**config.mk**
```make
export PLATFORM = sky130hd
export DESIGN_NAME = bmf_block_normalizer
export DESIGN_NICKNAME = d
export VERILOG_FILES = /design/src/rtl/bmf_block_normalizer.sv
export SDC_FILE = /design/constraint.sdc
export NUM_CORES = 1
export LEC_CHECK = 0
export CAP_MARGIN = 20
export CORE_UTILIZATION = 45
export CTS_CLUSTER_DIAMETER = 80
export CTS_CLUSTER_SIZE = 40
export DETAILED_ROUTE_END_ITERATION = 8
export DONT_BUFFER_PORTS = 1
export GPL_ROUTABILITY_DRIVEN = 0
export PLACE_DENSITY = 0.57
export SYNTH_ARGS = -nofsm -noshare
export SYNTH_HDL_FRONTEND = slang
export SYNTH_SLANG_ARGS = --single-unit
```
**constraint.sdc**
```tcl
create_clock -name clk -period 11.2 [get_ports clk]
set_input_delay 1.68 -clock clk [delete_from_list [all_inputs] [get_ports clk]]
set_output_delay 1.68 -clock clk [all_outputs]
set_load 0.005 [all_outputs]
```
**src/rtl/bmf_block_normalizer.sv**
```systemverilog
// bmf_block_normalizer
// Buffers one block of minifloat products tagged with a 2-bit exponent
// overflow, tracks the largest overflow as the shared block exponent, then
// drains the block through the normalize stage against that exponent.
// Ports:
//   clk, rst                         clock, asynchronous active-high reset
//   in_valid/in_ready/in_data/in_last   product stream {ovf, sign, exp, sig}
//   out_valid/out_ready/out_data        normalized stream {sign, exp, sig}
//   out_blk_exp                      shared block exponent of current block
//   out_last                         final word of the block
module bmf_block_normalizer #(
    parameter int unsigned NEXP = 2,
    parameter int unsigned NSIG = 5,
    parameter int unsigned BLK  = 8
) (
    input  logic                     clk,
    input  logic                     rst,
    input  logic                     in_valid,
    output logic                     in_ready,
    input  logic [2*NEXP+NSIG:0]     in_data,
    input  logic                     in_last,
    output logic                     out_valid,
    input  logic                     out_ready,
    output logic [NEXP+NSIG:0]       out_data,
    output logic [NEXP-1:0]          out_blk_exp,
    output logic                     out_last
);

    localparam int unsigned DW = 1 + NEXP + NSIG;
    localparam int unsigned IW = 2 * NEXP + NSIG + 1;
    localparam int unsigned AW = $clog2(BLK);
    localparam int unsigned LW = AW + 1;

    typedef enum logic {FILL, DRAIN} state_t;

    state_t          state, state_nxt;
    logic [AW-1:0]   wr_cnt, wr_nxt;
    logic [AW-1:0]   rd_cnt, rd_nxt;
    logic [LW-1:0]   len, len_nxt;
    logic [NEXP-1:0] blk_max, max_nxt;
    logic [IW-1:0]   mem [BLK];

    logic            in_fire;
    logic            out_fire;
    logic [IW-1:0]   rd_entry;
    logic            ready_nxt;
    logic            valid_nxt;
    logic [DW-1:0]   data_nxt;
    logic [NEXP-1:0] bexp_nxt;
    logic            last_nxt;

    // Align one product to the block exponent: shift out the exponent deficit,
    // dropping into the subnormal range when the exponent runs out.
    function automatic logic [DW-1:0] normalize(input logic [IW-1:0] ent,
                                                input logic [NEXP-1:0] bmax);
        logic [NEXP-1:0] ovf, ex, diff, shamt, exo;
        logic            sgn;
        logic [NSIG-1:0] sig, sigo;
        {ovf, sgn, ex, sig} = ent;
        diff = bmax - ovf;
        if (diff >= ex) begin
            exo   = '0;
            shamt = diff - ex;
            sigo  = (32'(shamt) >= NSIG) ? '0 : (sig >> shamt);
        end else begin
            exo   = ex - diff;
            sigo  = sig;
        end
        return {sgn, exo, sigo};
    endfunction

    assign in_fire  = in_valid && in_ready && (state == FILL);
    assign out_fire = out_valid && out_ready;

    // Product buffer; contents are don't-care until written in FILL.
    always_ff @(posedge clk) begin
        if (in_fire) mem[wr_cnt] <= in_data;
    end

    // Next-state, counters, and next output word.
    always_comb begin
        state_nxt = state;
        wr_nxt    = wr_cnt;
        rd_nxt    = rd_cnt;
        len_nxt   = len;
        max_nxt   = blk_max;
        rd_entry  = '0;
        ready_nxt = 1'b0;
        valid_nxt = 1'b0;
        data_nxt  = '0;
        bexp_nxt  = '0;
        last_nxt  = 1'b0;

        case (state)
            FILL: begin
                if (in_fire) begin
                    wr_nxt  = wr_cnt + AW'(1);
                    max_nxt = (wr_cnt == '0) ? in_data[IW-1 -: NEXP]
                            : ((in_data[IW-1 -: NEXP] > blk_max) ? in_data[IW-1 -: NEXP] : blk_max);
                    if (in_last || (wr_cnt == AW'(BLK - 1))) begin
                        state_nxt = DRAIN;
                        len_nxt   = LW'(wr_cnt) + LW'(1);
                        rd_nxt    = '0;
                    end
                end
            end
            DRAIN: begin
                if (out_fire) begin
                    if (LW'(rd_cnt) == len - LW'(1)) begin
                        state_nxt = FILL;
                        wr_nxt    = '0;
                        rd_nxt    = '0;
                        max_nxt   = '0;
                    end else begin
                        rd_nxt = rd_cnt + AW'(1);
                    end
                end
            end
            default: state_nxt = FILL;
        endcase

        // The final beat is written on the same edge that enters DRAIN, so
        // forward it when it is the first word to be presented.
        rd_entry  = (in_fire && (rd_nxt == wr_cnt)) ? in_data : mem[rd_nxt];
        ready_nxt = (state_nxt == FILL);
        valid_nxt = (state_nxt == DRAIN);
        if (valid_nxt) begin
            data_nxt = normalize(rd_entry, max_nxt);
            bexp_nxt = max_nxt;
            last_nxt = (LW'(rd_nxt) == len_nxt - LW'(1));
        end
    end

    // State and registered outputs.
    always_ff @(posedge clk or posedge rst) begin
        if (rst) begin
            state       <= FILL;
            wr_cnt      <= '0;
            rd_cnt      <= '0;
            len         <= '0;
            blk_max     <= '0;
            in_ready    <= 1'b0;
            out_valid   <= 1'b0;
            out_data    <= '0;
            out_blk_exp <= '0;
            out_last    <= 1'b0;
        end else begin
            state       <= state_nxt;
            wr_cnt      <= wr_nxt;
            rd_cnt      <= rd_nxt;
            len         <= len_nxt;
            blk_max     <= max_nxt;
            in_ready    <= ready_nxt;
            out_valid   <= valid_nxt;
            out_data    <= data_nxt;
            out_blk_exp <= bexp_nxt;
            out_last    <= last_nxt;
        end
    end

endmodule

```
==> impl_metrics.env, run 1 <==
export IMPL_fmax_mhz=164
export IMPL_layout_nets=445
export IMPL_grt_pass1_wl_um=17400
export IMPL_synth_cells=411
export IMPL_syn_num_nets=440
export IMPL_crit_fanout=31
export IMPL_synth_edf_count=80
export IMPL_synth_area_leader_cell="edfxtp_1"
export IMPL_postCtsSetupBuffers=0
export IMPL_dp_hpwl_um=7420
export IMPL_multiInputGateArea_um2=1780
export IMPL_antenna_found_initial=0
export IMPL_tns_ps=0
export IMPL_grt_remaining_overflow=0
export IMPL_clock_sinks=105
export IMPL_track_usage_pct=21.3
export IMPL_synthFlopType="edfxtp_1"
export IMPL_finalHoldViolCount=0
export IMPL_die_w_um=107
export IMPL_clk_path_buf_depth=2
export IMPL_crit_path_max_incr_delay_ps=740
export IMPL_yosysUniqueCellTypes=59
export IMPL_viasPerCell=5.75
export IMPL_drtIter0Drc=233
export IMPL_grt_max_degree=32
export IMPL_drc_errors=0
export IMPL_netlist_area_um2=4950
export IMPL_path_cells="o211a_1, o2bb2ai_1, nand2_1, buf_4, inv_1, nand2_1, and3_1, a311oi_1, a311oi_1, a21oi_1, ha_1, xor2_1, xnor2_1, fa_1, o21ai_0, o21ai_0, a31oi_1, o21ai_0, a21oi_1"
export IMPL_ctsResizeCount=0
export IMPL_synthArstFlopShare_pct=23.8
export IMPL_ff_latch_area_um2=3030
export IMPL_grt_setup_unrepaired="false"
export IMPL_synth_area_top_cells="edfxtp_1 48%, dfrtp_1 13%, nand2_1 4.4%"
export IMPL_cts_made_buffers=9
export IMPL_cp_arrival_ps=6400
export IMPL_cap_violations=0
export IMPL_wirelength_um=11400
export IMPL_fillCellCount=927
export IMPL_firstDrtPassIters=4
export IMPL_skew_ps=8.87
export IMPL_ys_seq_elements=105
export IMPL_coreArea_um2=10500
export IMPL_first_global_vias=3101
export IMPL_slew_headroom_pct=22.0
export IMPL_ios=28
export IMPL_start_util_pct=47.1
export IMPL_cts_hold_buf=0
export IMPL_cts_tree="built"
export IMPL_setup_violations=0
export IMPL_finalCritPeriodShare_pct=54.4
export IMPL_ys_seq_area_share_pct=61.1
export IMPL_syn2layout_area_growth_pct=8.33
export IMPL_num_rows=37
export IMPL_synth_top_area_share_pct=48.5
export IMPL_period_needed_ps=6100
export IMPL_path_class="input pin to flip-flop"
export IMPL_synth_most_common_cell="edfxtp_1"
export IMPL_port_buffers=0
export IMPL_insertion_delay_ps=370
export IMPL_path_buf_inv=2
export IMPL_drv_slew=0
export IMPL_crit_family="compound AO/OA/AOI/OAI gates"
export IMPL_dieArea_um2=11400
export IMPL_hp_class="flip-flop to flip-flop"
export IMPL_crit_path_end_kind="flip-flop"
export IMPL_num_antenna_cells=0
export IMPL_holdWs_ps=600
export IMPL_ant_nets=0
export IMPL_crit_path_start_kind="input pin"
export IMPL_critPathSlowestCell="inv_1"
export IMPL_critical_path_required_ps=11500
export IMPL_cp_common_cell="o21ai_0"
export IMPL_clk_pin_slew_ps=90
export IMPL_drive_above_1_share_pct=9.74
export IMPL_synth_common_cells="80 x edfxtp_1, 58 x nand2_1, 25 x dfrtp_1"
export IMPL_vias=3202
export IMPL_tightestPinTransition_ps=1160
export IMPL_die_y_um=107
export IMPL_ys_warn_count=0
export IMPL_avgSynthCellArea_um2=12.1
export IMPL_htreeDepth=3
export IMPL_status="complete, no violations"
export IMPL_cts_root_buf="clkbuf_8"
export IMPL_wl_per_cell_um=20.5
final timing paths:
check / slack, ps / start / depth (start not counted) / to
worst min-delay path: 600 / blk_max[1] / 2 / blk_max[1]
max in group asynchronous: 9750 / rst / 2 / blk_max[1]
worst max register to register: 5410 / wr_cnt[0] / 21 / out_data[0]
worst min register to register: 600 / blk_max[1] / 2 / blk_max[1]
min in group asynchronous: 1080 / rst / 1 / out_data[3]
worst max-delay path: 5100 / in_last / 19 / out_data[0]
cells in the final DEF (no fill, tap or decap), types with 4 or more instances in the layout:
cell,instances
nand2_1,58
nand3_1,23
nor3_1,11
nand2b_1,5
o21ai_0,13
o32ai_1,4
buf_4,8
inv_1,23
dfrtp_1,25
nor2_1,16
a211oi_1,5
edfxtp_1,80
xor2_1,6
clkbuf_8,9
a2111oi_0,6
mux2i_1,9
a21boi_0,5
a21oi_1,12
xnor2_1,7
a311oi_1,6
and3_1,5
ha_1,13
o21a_1,5
a31oi_1,4
final cells by class:
type | instances | area share [%]
Multi-Input combinational cell | 264 | 33.1
Sequential cell | 105 | 56.4
Inverter | 26 | 1.86
Timing Repair Buffer | 10 | 1.84
Tap cell | 136 | 3.17
Clock inverter | 5 | 1.14
Clock buffer | 11 | 2.45
flip-flops by register name, indices dropped and copies added, names as in the netlist:
register     flops
len              4
out_blk_exp      2
blk_max          2
out_last         1
wr_cnt           3
rd_cnt           3
state            1
out_data         8
mem             80
in_ready         1
layer usage:
| layer | vias to the layer above | track usage [%] | routed length [µm] |
|---|---|---|---|
| li1 | 1542 | - | - |
| met3 | 17 | 4.32 | 634 |
| met2 | 95 | 32.8 | 5360 |
| met5 | - | 0 | 0 |
| met1 | 1548 | 29.3 | 5190 |
| met4 | 0 | 9.59 | 240 |
kinds of logic (layout without fill, tap and decap cells):
group,after synthesis,in the layout,synth area share [%]
mux,13,13,2.80
simple gates,136,136,13.4
buf+inv,42,52,3.36
compound gates,88,88,13.4
xor+xnor,13,13,2.30
fa+ha+maj,14,14,3.69
flops,105,105,61.1
metrics by stage:
stage	setup slack [ps]	instances	cell area [µm²]	utilization, %
after floorplan	5580	411	4950	-
after global placement	4970	539	5140	48.9
after global routing	4610	557	5370	51.1
final	5100	557	5370	51.1
after detailed placement	4750	539	5140	48.9
after CTS	5140	555	5330	50.7
tightest hold or removal path: stages (launching register included):
cell and delay (ps):
dfrtp_1 370, a31oi_1 140, inv_1 60
Power of run 1 is not shown: default switching activity piles up to over one toggle a cycle in this logic, so the estimate is an artifact.
==> run 2, diff against run 1 <==
--- a/config.mk
+++ b/config.mk
@@ -12,7 +12,7 @@
 export DETAILED_ROUTE_END_ITERATION = 8
 export DONT_BUFFER_PORTS = 1
 export GPL_ROUTABILITY_DRIVEN = 0
-export PLACE_DENSITY = 0.57
+export PLACE_DENSITY = 0.59
 export SYNTH_ARGS = -nofsm -noshare
 export SYNTH_HDL_FRONTEND = slang
 export SYNTH_SLANG_ARGS = --single-unit
==> constraint.sdc (replaced) <==
create_clock -name clk -period 5.55 [get_ports clk]
set_input_delay 0.8325 -clock clk [delete_from_list [all_inputs] [get_ports clk]]
set_output_delay 0.8325 -clock clk [all_outputs]
set_load 0.005 [all_outputs]
==> impl_metrics.env, run 2 (synthesis gave the netlist of run 1 again) <==
export IMPL_status="complete, no violations"
export IMPL_cts_hold_buf=0
export IMPL_cts_made_buffers=9
export IMPL_path_class="flip-flop to flip-flop"
export IMPL_crit_path_end_kind="flip-flop"
export IMPL_r2r_slack_ps=390
export IMPL_vias=3338
export IMPL_top_regs="mem: 80 flops, out_data: 8 flops, len: 4 flops"
export IMPL_grt_setup_unrepaired="false"
export IMPL_grt_pass1_wl_um=18300
export IMPL_rr_worst_depth=17
export IMPL_path_buf_inv=0
export IMPL_num_antenna_cells=0
export IMPL_cts_tree="built"
export IMPL_antenna_found_initial=0
export IMPL_syn2layout_area_growth_pct=9.12
export IMPL_finalCritPeriodShare_pct=92.9
export IMPL_cp_arrival_ps=5470
export IMPL_firstDrtPassIters=5
export IMPL_slew_headroom_pct=43.2
export IMPL_dp_hpwl_um=7990
export IMPL_drtIter0Drc=243
export IMPL_critical_path_required_ps=5870
export IMPL_final_common_cell="edfxtp_1"
export IMPL_cap_violations=0
export IMPL_finalHoldViolCount=0
export IMPL_tightestPinTransition_ps=841
export IMPL_drive_above_1_share_pct=11.7
export IMPL_wl_per_cell_um=21.3
export IMPL_ctsResizeCount=0
export IMPL_dieArea_um2=11400
export IMPL_place_inst=544
export IMPL_track_usage_pct=22.3
export IMPL_insertion_delay_ps=380
export IMPL_r2r_end="out_data[0]"
export IMPL_final_cells=562
export IMPL_regMostFlops="mem"
export IMPL_crit_start="wr_cnt[0]"
export IMPL_layout_nets=450
export IMPL_crit_family="compound AO/OA/AOI/OAI gates"
export IMPL_crit_fanout=13
export IMPL_fmax_mhz=194
export IMPL_num_rows=37
export IMPL_die_y_um=107
export IMPL_grt_remaining_overflow=0
export IMPL_drv_slew=0
export IMPL_wirelength_um=12000
export IMPL_final_cell_mix="80 x edfxtp_1, 58 x nand2_1, 25 x dfrtp_1, 23 x inv_1, 23 x nand3_1"
export IMPL_tns_ps=0
export IMPL_cp_depth=17
export IMPL_clock_sinks=105
export IMPL_htreeDepth=3
export IMPL_port_buffers=0
export IMPL_hp_class="input pin to asynchronous set/reset pin"
export IMPL_skew_ps=14.0
export IMPL_critPathSlowestCell="a2bb2oi_1"
export IMPL_drc_errors=0
export IMPL_crit_path_max_incr_delay_ps=650
export IMPL_largest_reg_flops=80
export IMPL_fin_util_pct=51.4
export IMPL_r2r_start="wr_cnt[0]"
export IMPL_crit_path_start_kind="flip-flop"
export IMPL_viasPerCell=5.94
export IMPL_period_needed_ps=5160
export IMPL_holdWs_ps=276
export IMPL_setup_violations=0
export IMPL_start_util_pct=47.1
export IMPL_postCtsSetupBuffers=0
export IMPL_clk_path_buf_depth=2
export IMPL_path_cells="ha_1, ha_1, o211a_1, a2bb2oi_1, nor4_1, or2_2, a311oi_1, a21oi_1, ha_1, xor2_1, xnor2_1, fa_1, o21ai_0, o21ai_0, a31oi_1, o21ai_0, a21oi_1"
export IMPL_grt_max_degree=26
export IMPL_first_global_vias=3230
export IMPL_crit_end="out_data[0]"
export IMPL_cts_root_buf="clkbuf_8"
export IMPL_die_w_um=107
export IMPL_ant_nets=0
export IMPL_ios=28
export IMPL_coreArea_um2=10500
export IMPL_clk_pin_slew_ps=110
run 2: cell count changes in the layout (fill, tap and decap cells not counted), moves of 3 or more:
cell	delta
inv_6	-3
nor3_1	-3
buf_4	+5
nor3_2	+3
run 2: final cells by class:
| cell class | instances | area [µm²] |
|---|---|---|
| Clock buffer | 9 | 124 |
| Clock inverter | 7 | 55.1 |
| Fill cell | 908 | 5100 |
| Inverter | 26 | 100 |
| Multi-Input combinational cell | 264 | 1790 |
| Sequential cell | 105 | 3030 |
| Tap cell | 136 | 170 |
| Timing Repair Buffer | 15 | 136 |
run 2: how the worst min path moves through the flow:
| stage | startpoint | end | slack [ps] | depth (start not counted) |
|---|---|---|---|---|
| finish | rst | out_data[5] | 280 | 1 |
| global route | rst | out_data[6] | 270 | 1 |
| CTS | in_data[3] | mem[1][3] | 520 | 0 |
| detailed placement | blk_max[1] | blk_max[1] | 580 | 2 |
| global placement | blk_max[0] | blk_max[0] | 590 | 2 |
| floorplan | blk_max[1] | blk_max[1] | 510 | 2 |
run 2: through the flow:
step	setup WS (ps)	instance area, µm²
floorplan	779	4950
global placement	762	5190
detailed placement	533	5190
CTS	473	5370
global route	11.1	5410
finish	392	5410
run 2: per-layer routing:
| metal | wire length (µm) | track usage (%) | vias to the layer above |
|---|---|---|---|
| met2 | 5900 | 36.2 | 108 |
| met4 | 233 | 7.93 | 0 |
| met5 | 0 | 0 | - |
| li1 | - | - | 1550 |
| met1 | 5170 | 29.3 | 1663 |
| met3 | 678 | 5.29 | 17 |
run 2: worst reg2reg max path, delay by kind of cell (launching register included):
kind	cells	cell delay (ps)
xor gates and xnor gates	2	460
DFF	1	570
adders and majority gates	4	1140
AOI/OAI and AO/OA	9	2230
and+or+nand+nor	2	670
Power of run 2 is left out for the same reason.
